**config.mk**
```make
export PLATFORM = sky130hd
export DESIGN_NAME = multicycle_ctrl
export DESIGN_NICKNAME = d
export VERILOG_FILES = /design/src/rtl/multicycle_ctrl.sv
export SDC_FILE = /design/constraint.sdc
export NUM_CORES = 1
export LEC_CHECK = 0
export ABC_CLOCK_PERIOD_IN_PS = 2300
export BUFFER_PORTS_ARGS = -buffer_cell sky130_fd_sc_hd__clkbuf_2
export CAP_MARGIN = 15
export CORE_MARGIN = 3
export CORE_UTILIZATION = 51
export CTS_CLUSTER_DIAMETER = 80
export DETAILED_ROUTE_END_ITERATION = 16
export HOLD_SLACK_MARGIN = 0.1
export PLACE_DENSITY = 0.87
export SLEW_MARGIN = 20
export SYNTH_ARGS = -nofsm -noshare
export SYNTH_HDL_FRONTEND = slang
export SYNTH_SLANG_ARGS = --single-unit
```
**constraint.sdc**
```tcl
create_clock -name clk -period 2.3 [get_ports clk]
set_clock_uncertainty 0.05 [all_clocks]
set_input_delay 0.23 -clock clk [delete_from_list [all_inputs] [get_ports clk]]
set_output_delay 0.23 -clock clk [all_outputs]
set_load 0.01 [all_outputs]
```
**src/rtl/multicycle_ctrl.sv**
```systemverilog
// Main control FSM of the multicycle RV64I core: sequences ALU, unified memory port,
// register file and PC/IR across fetch, decode, execute, memory and writeback.
module multicycle_ctrl #(
  parameter int unsigned CNT_W = 32
) (
  input  logic             clk,
  input  logic             rst_n,
  input  logic [4:0]       opcode,
  input  logic             branch_taken,
  input  logic             mem_ready,
  output logic             mem_req,
  output logic             mem_we,
  output logic             iord,
  output logic             ir_write,
  output logic             mdr_write,
  output logic             pc_write,
  output logic             pc_src,
  output logic [1:0]       alu_src_a,
  output logic [1:0]       alu_src_b,
  output logic [1:0]       alu_op,
  output logic             reg_write,
  output logic             wb_sel,
  output logic             illegal,
  output logic [3:0]       state,
  output logic [CNT_W-1:0] retire_count
);

  localparam logic [4:0] OpLoad   = 5'b00000;
  localparam logic [4:0] OpStore  = 5'b01000;
  localparam logic [4:0] OpBranch = 5'b11000;
  localparam logic [4:0] OpAluR   = 5'b01100;
  localparam logic [4:0] OpAluI   = 5'b00100;

  typedef enum logic [3:0] {
    StRst      = 4'd0,
    StFetch    = 4'd1,
    StDecode   = 4'd2,
    StMemAddr  = 4'd3,
    StMemRead  = 4'd4,
    StMemWb    = 4'd5,
    StMemWrite = 4'd6,
    StExecR    = 4'd7,
    StExecI    = 4'd8,
    StAluWb    = 4'd9,
    StBranch   = 4'd10,
    StTrap     = 4'd15
  } state_e;

  state_e           state_q, state_d;
  logic             illegal_q;
  logic [CNT_W-1:0] retire_q;
  logic             retire;

  always_comb begin
    state_d   = state_q;
    retire    = 1'b0;
    mem_req   = 1'b0;
    mem_we    = 1'b0;
    iord      = 1'b0;
    ir_write  = 1'b0;
    mdr_write = 1'b0;
    pc_write  = 1'b0;
    pc_src    = 1'b0;
    alu_src_a = 2'b00;
    alu_src_b = 2'b00;
    alu_op    = 2'b00;
    reg_write = 1'b0;
    wb_sel    = 1'b0;

    case (state_q)
      StRst: state_d = StFetch;

      StFetch: begin
        mem_req = 1'b1;
        if (mem_ready) begin
          // ALU computes PC+4 while the fetched word lands in IR
          ir_write  = 1'b1;
          pc_write  = 1'b1;
          alu_src_b = 2'b01;
          state_d   = StDecode;
        end
      end

      StDecode: begin
        // ALUOut captures old_pc + imm as a speculative branch target
        alu_src_a = 2'b10;
        alu_src_b = 2'b10;
        case (opcode)
          OpLoad, OpStore: state_d = StMemAddr;
          OpAluR:          state_d = StExecR;
          OpAluI:          state_d = StExecI;
          OpBranch:        state_d = StBranch;
          default:         state_d = StTrap;
        endcase
      end

      StMemAddr: begin
        alu_src_a = 2'b01;
        alu_src_b = 2'b10;
        state_d   = (opcode == OpLoad) ? StMemRead : StMemWrite;
      end

      StMemRead: begin
        mem_req = 1'b1;
        iord    = 1'b1;
        if (mem_ready) begin
          mdr_write = 1'b1;
          state_d   = StMemWb;
        end
      end

      StMemWb: begin
        reg_write = 1'b1;
        wb_sel    = 1'b1;
        retire    = 1'b1;
        state_d   = StFetch;
      end

      StMemWrite: begin
        mem_req = 1'b1;
        mem_we  = 1'b1;
        iord    = 1'b1;
        if (mem_ready) begin
          retire  = 1'b1;
          state_d = StFetch;
        end
      end

      StExecR: begin
        alu_src_a = 2'b01;
        alu_op    = 2'b10;
        state_d   = StAluWb;
      end

      StExecI: begin
        alu_src_a = 2'b01;
        alu_src_b = 2'b10;
        alu_op    = 2'b11;
        state_d   = StAluWb;
      end

      StAluWb: begin
        reg_write = 1'b1;
        retire    = 1'b1;
        state_d   = StFetch;
      end

      StBranch: begin
        alu_src_a = 2'b01;
        alu_op    = 2'b01;
        pc_write  = branch_taken;
        pc_src    = branch_taken;
        retire    = 1'b1;
        state_d   = StFetch;
      end

      StTrap: state_d = StTrap;

      default: state_d = StTrap;
    endcase
  end

  always_ff @(posedge clk or negedge rst_n) begin
    if (!rst_n) begin
      state_q   <= StRst;
      illegal_q <= 1'b0;
      retire_q  <= '0;
    end else begin
      state_q <= state_d;
      if (state_d == StTrap) begin
        illegal_q <= 1'b1;
      end
      if (retire) begin
        retire_q <= retire_q + CNT_W'(1);
      end
    end
  end

  assign illegal      = illegal_q;
  assign state        = state_q;
  assign retire_count = retire_q;

endmodule

```
Yosys cells after proc, flatten, opt, wreduce, memory -nomap -nowiden
Index checks and enable logic that the tools add are counted.

Flip-flop bits (word level): 37. Bits of input ports: 9. Output and inout bits: 52. Word-level logic and storage cells: 51.

Add/subtract/negate cells: 1. Equality and inequality tests: 15. Multiplexer cells: 21. Reduce and logical (&&, ||, !) cells: 11.

Operators with widths (number): 32-bit by 1-bit adder with 32-bit output (second input constant) (1); 4-bit one-hot mux with 7 select lines (1); 4-bit by 3-bit equality test with 1-bit output (second input constant) (4); 4-bit equality test (second input constant) (4); 4-bit one-hot mux with 4 select lines (1); 4-bit 2-to-1 mux (3); 5-bit by 4-bit equality test with 1-bit output (second input constant) (2); 1-bit 2-to-1 mux (10); 3-bit OR reduction (3); 4-bit by 2-bit equality test with 1-bit output (second input constant) (2); 2-bit one-hot mux with 2 select lines (2); 2-bit OR reduction (4); 4-bit OR reduction (2); 2-bit one-hot mux with 3 select lines (1); 5-bit by 3-bit equality test with 1-bit output (second input constant) (1); 5-bit equality test (second input constant) (1); 5-bit zero test (1); 4-bit by 1-bit equality test with 1-bit output (second input constant) (1); 4-bit zero test (1); 1-bit one-hot mux with 2 select lines (2); 2-bit 2-to-1 mux (1).

Depth between registers and ports, before layout
Gate-level depths: netlist of the first run.

Depth after elaboration: 5. Mapped depth: 6. Gate-level depth less buffers: 5.

Worst setup path after synthesis of the first run
Ideal clock, no wire load.

Kind: register -> output. Start point: reg state_q[3] (netlist: state[3]). End point: out pc_write. Arrival time: 1526 ps. Path slack: 494 ps. Stages on the path, launching flop included: 7. Buffers on the path: 1. Cell sequence: dfrtp_1 > buf_2 > inv_1 > or3_1 > inv_1 > and3_1 > or2_2.

Longest elaborated chain between the ends: 2. Elaborated cells on any way between the ends: 3. Classes of those cells: 2 x eq/ne; 1 x mux.

Ends and longest elaborated chain: from (decl) (line 49) `state_e state_q, state_d;`; from (signal assigned) (line 165) `state_q <= StRst;`; from (signal assigned) (line 169) `state_q <= state_d;`; 4-bit equality test or 4-bit by 1-bit equality test with 1-bit output (tied branches) (line 70) `case (state_q)`; 1-bit one-hot mux with 2 select lines * (line 70); to (decl) (line 16) `output logic pc_write,`.

Mark *: on every way between the ends. The rest lies on a longest branch, timed or not.

Worst setup path in the final report of the first run
Ends and elaborated chain as after synthesis.

==> metrics.txt, run 1 <==
Post-Syn Area per Cell 10.32 um^2; cell accounting for the most synthesized area dfrtp_1; most frequent cells after synthesis dfrtp_1, xnor2_1, nand4_1, nand2_1, nand3_1; Post-DRT Antenna Nets 0; Async SR Flop Fraction 1.000; P&R area growth vs syn 21.53%; Vias 1762; critical path cell sequence inv_1 > or3_1 > inv_1 > and3_1 > or2_2 > clkbuf_2; Avg Vias per Cell 5.666; # rows 22; min Tclk post-route 2051 ps; worst-case reg-to-reg path depth 4; CTS tree done; top-count cell post-synth dfrtp_1; Core ar. 0.003771 mm^2; clock power share 0.355; Die W 69.61 um; total power draw 1.372 mW; CP Capture Type output pin; first-pass GRT wire length 7.596 mm; worst skew pair latency 290 ps; hpwl dp 3.337 mm; RSZ-0062 raised after global routing no; share of layout cells above drive strength 1 0.3308; Final setup viols 0; Critical R2R Capture retire_count[11]$_DFFE_PN0P_; DRC Markers 0; hold endpoint state[0]$_DFF_PN0_; number of synthesized flops with an enable pin 0; NetSw 0.3520 mW; ANT cells 0; Cell Int Power 1.020 mW; FMAX 487.5 MHz; combinational share of power 0.105; top cells by area, synth dfrtp_1, xnor2_1, nand4_1; Power Density 547.0 mW/mm^2; Syn Nets 210; Crit path largest cell delay 470 ps; drt initial violations 126; Die Height 69.61 um; vias in the first global route 1602; initial antenna violation count 0; Final Cycle Share 0.8919; Synth Instances 200; r2r startpoint state[1]$_DFF_PN0_; GP Congestion 0.8473; Final TNS setup 0 ps; sequential share of power 0.540; grt ovf 0; layout net count 272; slowest CP cell dfrtp_2; Crit path top cell by count inv_1; Seq cells post-synth 37; Worst Tran Pin Value 867.9 ps; Clock transition at path regs 70 ps; Critical Path Fanout Max 10; CP Data Required Time 2020 ps; worst min path class input pin to register; crit path launch type register; Seq/Total Area, Yosys 0.4488; # port buffers 60; Clock Tree Buf Depth 2; die area 0.004845 mm^2; CP Data Arrival Time 1770 ps; Peak VDD IR 484.0 uV; Synth Warn # 0; HP Start opcode[1]; Synth cell types 42; CTS Root Cell clkbuf_8; Slew Limit Headroom 0.4214; # fillers 300; drt first pass iters 4; worst hold path stage count 4; status finished clean; Reg2Reg Setup Slack 450 ps; largest net degree at the start of global routing 38; Main synth FF type dfrtp_1; total CTS buffers 5; all-layer global routing usage 0.1945; synthesized area 0.002063 mm^2; num ports 61; drt wl/cell 14.44 um; Sw Share 0.2566; critical path class register to output pin; Lkg Pwr 1.168 nW; final hold violation count 0; WL final 4.491 mm; max cap viols 0; Initial Utilization 0.5471; clock tree sinks 37; Max H-tree Level 2; Synth top area share 0.4488; final slew viol count 0
==> cell usage in the layout (no fill, tap or decap), drive strengths merged, types with 2 or more instances in the layout <==
master	instances
nor2	10
xor2	6
a21oi	4
buf	4
o2111a	2
dfrtp	37
and3	5
nand3	12
mux2	3
nor3	5
nand2b	5
o31ai	2
nand3b	2
o21ai	4
and2	7
or2	2
nand2	13
nor4b	3
nand4	18
nor4	5
xnor2	28
inv	3
clkbuf	67
o22ai	3
==> layout make-up <==
class | count | area, um^2 | area share
Clock buffer | 7 | 96.34 | 0.03842
Clock inverter | 1 | 5.005 | 0.001996
Inverter | 3 | 11.26 | 0.004491
Multi-Input combinational cell | 150 | 1067 | 0.4256
Sequential cell | 37 | 927.1 | 0.3698
Tap cell | 48 | 60.06 | 0.02395
Timing Repair Buffer | 65 | 340.3 | 0.1357
==> worst max-delay path: cells and delay by family, from the launching register on <==
| kind | cells | cell delay, ps |
|---|---|---|
| and+or+nand+nor | 3 | 630 |
| DFF | 1 | 470 |
| buffers and inverters | 3 | 390 |
==> power by group through the flow <==
| stage | logic [mW] | clock network (mW) | registers, mW |
|---|---|---|---|
| after floorplan | 0.0588 | 0 | 0.759 |
| after global placement | 0.140 | 0 | 0.752 |
| after detailed placement | 0.143 | 0 | 0.753 |
| after CTS | 0.147 | 0.498 | 0.741 |
| after global routing | 0.162 | 0.529 | 0.749 |
| final | 0.144 | 0.487 | 0.741 |
==> flip-flops by register name, indices dropped and copies added (netlist names) <==
signal,flops
retire_count,32
state,4
illegal,1
==> kinds of logic after synthesis <==
logic type,share of synthesized area
simple gates,0.2759
flops,0.4488
xor+xnor,0.1443
compound gates,0.07459
buf+inv,0.03396
mux,0.01637
fa+ha+maj,0.006063
==> worst max-delay path by stage <==
stage,slack [ps],start,end,cells after the start
4_1_cts,130,state[3]$_DFF_PN0_,pc_write,6
3_5_place_dp,410,state[3]$_DFF_PN0_,retire_count[11]$_DFFE_PN0P_,4
5_1_grt,60,state[1]$_DFF_PN0_,pc_write,5
3_3_place_gp,500,state[3]$_DFF_PN0_,pc_write,6
6_report,250,state[3]$_DFF_PN0_,pc_write,6
2_1_floorplan,490,state[3]$_DFF_PN0_,pc_write,6
==> stage by stage <==
step / util / hold slack, ps / worst slack, ps / instances / area (um^2)
finish: 0.6649 / 285.1 / 248.6 / 311 / 2507
global route: 0.6649 / 313.7 / 64.52 / 311 / 2507
floorplan: - / -115.6 / 493.7 / 200 / 2063
global placement: 0.6350 / 336.3 / 504.2 / 302 / 2395
detailed placement: 0.6350 / 338.8 / 408.1 / 302 / 2395
CTS: 0.6646 / 282.4 / 129.3 / 311 / 2506
==> what timing repair did <==
action / 4_1_cts / 5_1_grt
resized for setup: 0 / 1
hold buffers: 1 / 0
hold endpoints to repair: 37 / 0
buffers inserted: 0 / 0
setup endpoints to repair: 0 / 1
==> routing by layer <==
metal	vias to the layer above	global-route usage	wire, um
met5	-	0	0
met1	853	0.2728	2086
li1	844	-	-
met2	58	0.2977	2101
met4	0	0.05640	54
met3	7	0.04928	249
Power figures use the tool's default switching activity.
==> run 2, diff against run 1 <==
Settings changed: ABC_CLOCK_PERIOD_IN_PS 2300 to 2000.
Clock period 2.3 ns to 2 ns, I/O delays scaled along.
==> run 2 against run 1 <==
Critical path depth is the same. Core utilization rose by 1.4 points. Clock power is 37% higher.
==> metrics.txt, run 2 (synthesis results as in run 1) <==
status finished clean; CTS tree done; final slew viol count 0; Slew Limit Headroom 0.6983; Clock transition at path regs 70 ps; commonest non-fill, non-tap cell in the layout clkbuf_2; worst min path class input pin to register; Critical R2R Capture retire_count[27]$_DFFE_PN0P_; ANT cells 0; Clock Tree Buf Depth 2; drt wl/cell 15.08 um; Die Height 69.61 um; clock tree sinks 37; final hold slack 295.4 ps; DP Cell Count 305; all-layer global routing usage 0.1962; Final TNS setup 0 ps; Worst Tran Pin Value 452.6 ps; min Tclk post-route 1911 ps; Max H-tree Level 2; RSZ-0062 raised after global routing no; Lkg Pwr 1.194 nW; # rows 22; total CTS buffers 5; num ports 61; Core ar. 0.003771 mm^2; final hold violation count 0; post-route setup slack 89.20 ps; Post-DRT Antenna Nets 0; setup bufs post-CTS 0; GP Congestion 0.8520; grt ovf 0; worst skew pair latency 290 ps; Avg Vias per Cell 5.720; worst path bufs/invs 3; # port buffers 60; crit path launch type register; vias in the first global route 1590; P&R area growth vs syn 24.14%; commonest non-fill, non-tap cells in the layout clkbuf_2, dfrtp_1, xnor2_1; max cap viols 0; critical path cell sequence buf_6 > or3_4 > inv_1 > and3_1 > or2_2 > clkbuf_2; Power Density 658.4 mW/mm^2; CP Capture Type output pin; Final Cycle Share 0.9554; worst-case reg-to-reg path depth 5; CP Data Arrival Time 1660 ps; drt initial violations 100; worst slack, placed 137.6 ps; Critical Path Fanout Max 13; layout net count 275; WL final 4.735 mm; Largest register FFs 32; Crit path largest cell delay 430 ps; initial antenna violation count 0; DRC Markers 0; worst hold path stage count 3; HP Start opcode[1]; largest net degree at the start of global routing 38; share of layout cells above drive strength 1 0.3459; drt first pass iters 4; Initial Utilization 0.5471; Die W 69.61 um; r2r startpoint state[3]$_DFF_PN0_; Reg2Reg Setup Slack 140 ps; critical path class register to output pin; CTS Root Cell clkbuf_8; Layout Cells excl Fill 314; Peak VDD IR 636.0 uV; # fillers 298; slowest CP cell dfrtp_1; Vias 1796; delay-heaviest family, CP simple AND/OR/NAND/NOR gates; FMAX 523.3 MHz; CP Data Required Time 1750 ps; die area 0.004845 mm^2; hpwl dp 3.373 mm; hold endpoint state[2]$_DFF_PN0_; Final setup viols 0; first-pass GRT wire length 7.645 mm
[run 2: layer usage]
metal / share of wire / global-route usage / vias up
met2: 0.49 / 0.3114 / 41
met5: 0 / 0 / -
met4: 0.014 / 0.06725 / 0
li1: - / - / 853
met1: 0.45 / 0.2665 / 896
met3: 0.041 / 0.04058 / 6
[run 2: worst max path at each step]
stage,startpoint,endpoint,slack [ps],cells after the start
6_report,state[0]$_DFF_PN0_,pc_write,90,6
5_1_grt,state[3]$_DFF_PN0_,pc_write,1,6
4_1_cts,state[0]$_DFF_PN0_,pc_write,30,6
3_5_place_dp,state[3]$_DFF_PN0_,retire_count[27]$_DFFE_PN0P_,140,5
3_3_place_gp,state[3]$_DFF_PN0_,retire_count[27]$_DFFE_PN0P_,250,5
2_1_floorplan,state[3]$_DFF_PN0_,pc_write,220,6
[run 2: per-stage QoR]
step	util	power (mW)	instance area, um^2
4_1_cts	0.6755	1.700	2547
3_5_place_dp	0.6410	1.032	2417
3_3_place_gp	0.6410	1.025	2417
2_1_floorplan	-	0.9406	2063
6_report	0.6792	1.686	2561
5_1_grt	0.6792	1.760	2561
[run 2: where the power goes]
group	switching, mW	total (mW)	internal [mW]
clock	0.259	0.665	0.406
sequential	0.0680	0.853	0.785
combinational	0.0892	0.168	0.0787
total	0.416	1.69	1.27
[run 2: tightest hold or removal path, cell delays in order]
cell and delay [ps]:
clkbuf_2 100, o31ai_1 80, a21oi_1 180
[run 2: final cells by class]
| type | count | area (um^2) | area share |
|---|---|---|---|
| clock buffers | 7 | 86.33 | 0.03371 |
| clock inverters | 1 | 30.03 | 0.01172 |
| inverters | 3 | 11.26 | 0.004397 |
| multi-input cells | 150 | 1080 | 0.4216 |
| flip-flops and latches | 37 | 927.1 | 0.3620 |
| well taps | 48 | 60.06 | 0.02345 |
| repair buffers | 68 | 366.6 | 0.1431 |
[run 2: repair_timing]
action                                  4_1_cts  5_1_grt
hold buffers                                  1        0
endpoints found under the setup margin        1        1
endpoints found under the hold margin        37        0
resized for setup                             2        3
==> run 3, diff against run 2 <==
==> constraint.sdc (replaced) <==
create_clock -name clk -period 2 [get_ports clk]
set_clock_uncertainty 0.05 [all_clocks]
set_input_delay 0.1 -clock clk [delete_from_list [all_inputs] [get_ports clk]]
set_output_delay 0.1 -clock clk [all_outputs]
set_load 0.01 [all_outputs]
==> run 3 against run 2 <==
Die area stayed put. First-iteration DRC count increased by 28%. Critical endpoint is now retire_count[28]$_DFFE_PN0P_. Highest routed layer unchanged. Power fell by 8.6%. Combinational power down 4%. Clock-buffer cell count shrank 1. Non-clock buffer count is 1 lower. Sequential cell count stayed put.
==> metrics.txt, run 3 (synthesis results as in run 1) <==
Clock Tree Buf Depth 2; all-layer global routing usage 0.1967; Cell Int Power 1.133 mW; final core utilization 0.6679; # fillers 285; ANT cells 0; CTS Root Cell clkbuf_8; layout net count 274; commonest non-fill, non-tap cell in the layout clkbuf_2; Critical Path Fanout Max 13; worst min path class input pin to register; hpwl dp 3.397 mm; total CTS buffers 5; HP Start opcode[0]; status finished clean; Largest register FFs 32; FMAX 532.2 MHz; Core ar. 0.003771 mm^2; first-pass GRT wire length 7.596 mm; initial antenna violation count 0; worst skew pair latency 290 ps; CP Data Arrival Time 2030 ps; RSZ-0062 raised after global routing no; Final Cycle Share 0.9396; die area 0.004845 mm^2; register area 927.1 um^2; r2r startpoint state[3]$_DFF_PN0_; Peak VDD IR 594.1 uV; Die W 69.61 um; Worst Tran Pin Value 879.6 ps; crit path launch type register; clock power share 0.343; Final TNS setup 0 ps; NetSw 0.4076 mW; max cap viols 0; Post-DRT Antenna Nets 0; Final setup viols 0; share of layout cells above drive strength 1 0.3447; CP Capture Type register; commonest non-fill, non-tap cells in the layout clkbuf_2, dfrtp_1, xnor2_1; combinational share of power 0.104; largest net degree at the start of global routing 38; Initial Utilization 0.5471; Clock transition at path regs 70 ps; Power Density 611.8 mW/mm^2; worst-case reg-to-reg path depth 4; CTS tree done; Reg2Reg Setup Slack 120 ps; grt ovf 0; worst hold path stage count 4; min Tclk post-route 1879 ps; # rows 22; GP Congestion 0.8424; Vias 1736; final slew viol count 0; Sw Share 0.2645; CP Data Required Time 2150 ps; DRC Markers 0; Die Height 69.61 um; Critical R2R Capture retire_count[28]$_DFFE_PN0P_; drt initial violations 128; hold endpoint state[0]$_DFF_PN0_; clock tree sinks 37; P&R area growth vs syn 22.07%; WL final 4.632 mm; Lkg Pwr 1.169 nW; Max H-tree Level 2; # port buffers 60; drt wl/cell 14.85 um; critical path class register to register; Slew Limit Headroom 0.4136; setup bufs post-CTS 0; final hold violation count 0; drt first pass iters 5; multi-input logic area 0.001075 mm^2; total power draw 1.541 mW; num ports 61; Avg Vias per Cell 5.564; sequential share of power 0.552; vias in the first global route 1557
[run 3: cell type report]
type	instances	area share
Multi-Input combinational cell	150	0.4267
Sequential cell	37	0.3681
Timing Repair Buffer	67	0.1411
Clock buffer	6	0.03279
Tap cell	48	0.02384
Inverter	3	0.004471
Clock inverter	1	0.002981
[run 3: timing repair]
item | 4_1_cts | 5_1_grt
endpoints found under the setup margin | 1 | 3
resized for setup | 1 | 3
hold buffers | 1 | 0
hold endpoints to repair | 37 | 0
[run 3: how the worst max path moves through the flow]
stage / startpoint / to / slack [ps] / depth (start not counted)
4_1_cts: state[0]$_DFF_PN0_ / pc_write / 60 / 5
3_5_place_dp: state[3]$_DFF_PN0_ / retire_count[22]$_DFFE_PN0P_ / 100 / 4
2_1_floorplan: state[1]$_DFF_PN0_ / retire_count[5]$_DFFE_PN0P_ / 280 / 6
3_3_place_gp: state[3]$_DFF_PN0_ / retire_count[27]$_DFFE_PN0P_ / 250 / 5
5_1_grt: state[3]$_DFF_PN0_ / retire_count[28]$_DFFE_PN0P_ / 20 / 4
6_report: state[3]$_DFF_PN0_ / retire_count[28]$_DFFE_PN0P_ / 120 / 4
[run 3: metrics by stage]
stage | cells | cell area (um^2) | hold slack, ps | setup WS (ps)
global placement | 304 | 2410 | 205.0 | 247.2
detailed placement | 304 | 2410 | 210.6 | 95.97
floorplan | 200 | 2063 | -245.6 | 277.7
finish | 312 | 2519 | 159.0 | 120.8
global route | 312 | 2519 | 165.3 | 17.67
CTS | 312 | 2511 | 157.2 | 55.08
[run 3: routing by layer]
| metal | GRT usage | wire length (um) | share of wire |
|---|---|---|---|
| met1 | 0.2824 | 2176 | 0.47 |
| met2 | 0.2860 | 2080 | 0.45 |
| met3 | 0.05652 | 307 | 0.066 |
| met4 | 0.06291 | 69 | 0.015 |
| met5 | 0 | 0 | 0 |
[run 3: power groups by stage]
stage | sequential [mW] | clock, mW | combinational (mW)
after floorplan | 0.873 | 0 | 0.0676
final | 0.851 | 0.529 | 0.161
after global placement | 0.866 | 0 | 0.157
after CTS | 0.853 | 0.537 | 0.166
after global routing | 0.862 | 0.571 | 0.177
after detailed placement | 0.867 | 0 | 0.164
[run 3: critical path, stage by stage (launching register included)]
cell	delay, ps
dfrtp_2	480
xor2_1	370
o2111a_2	470
nand4_1	180
xnor2_1	240
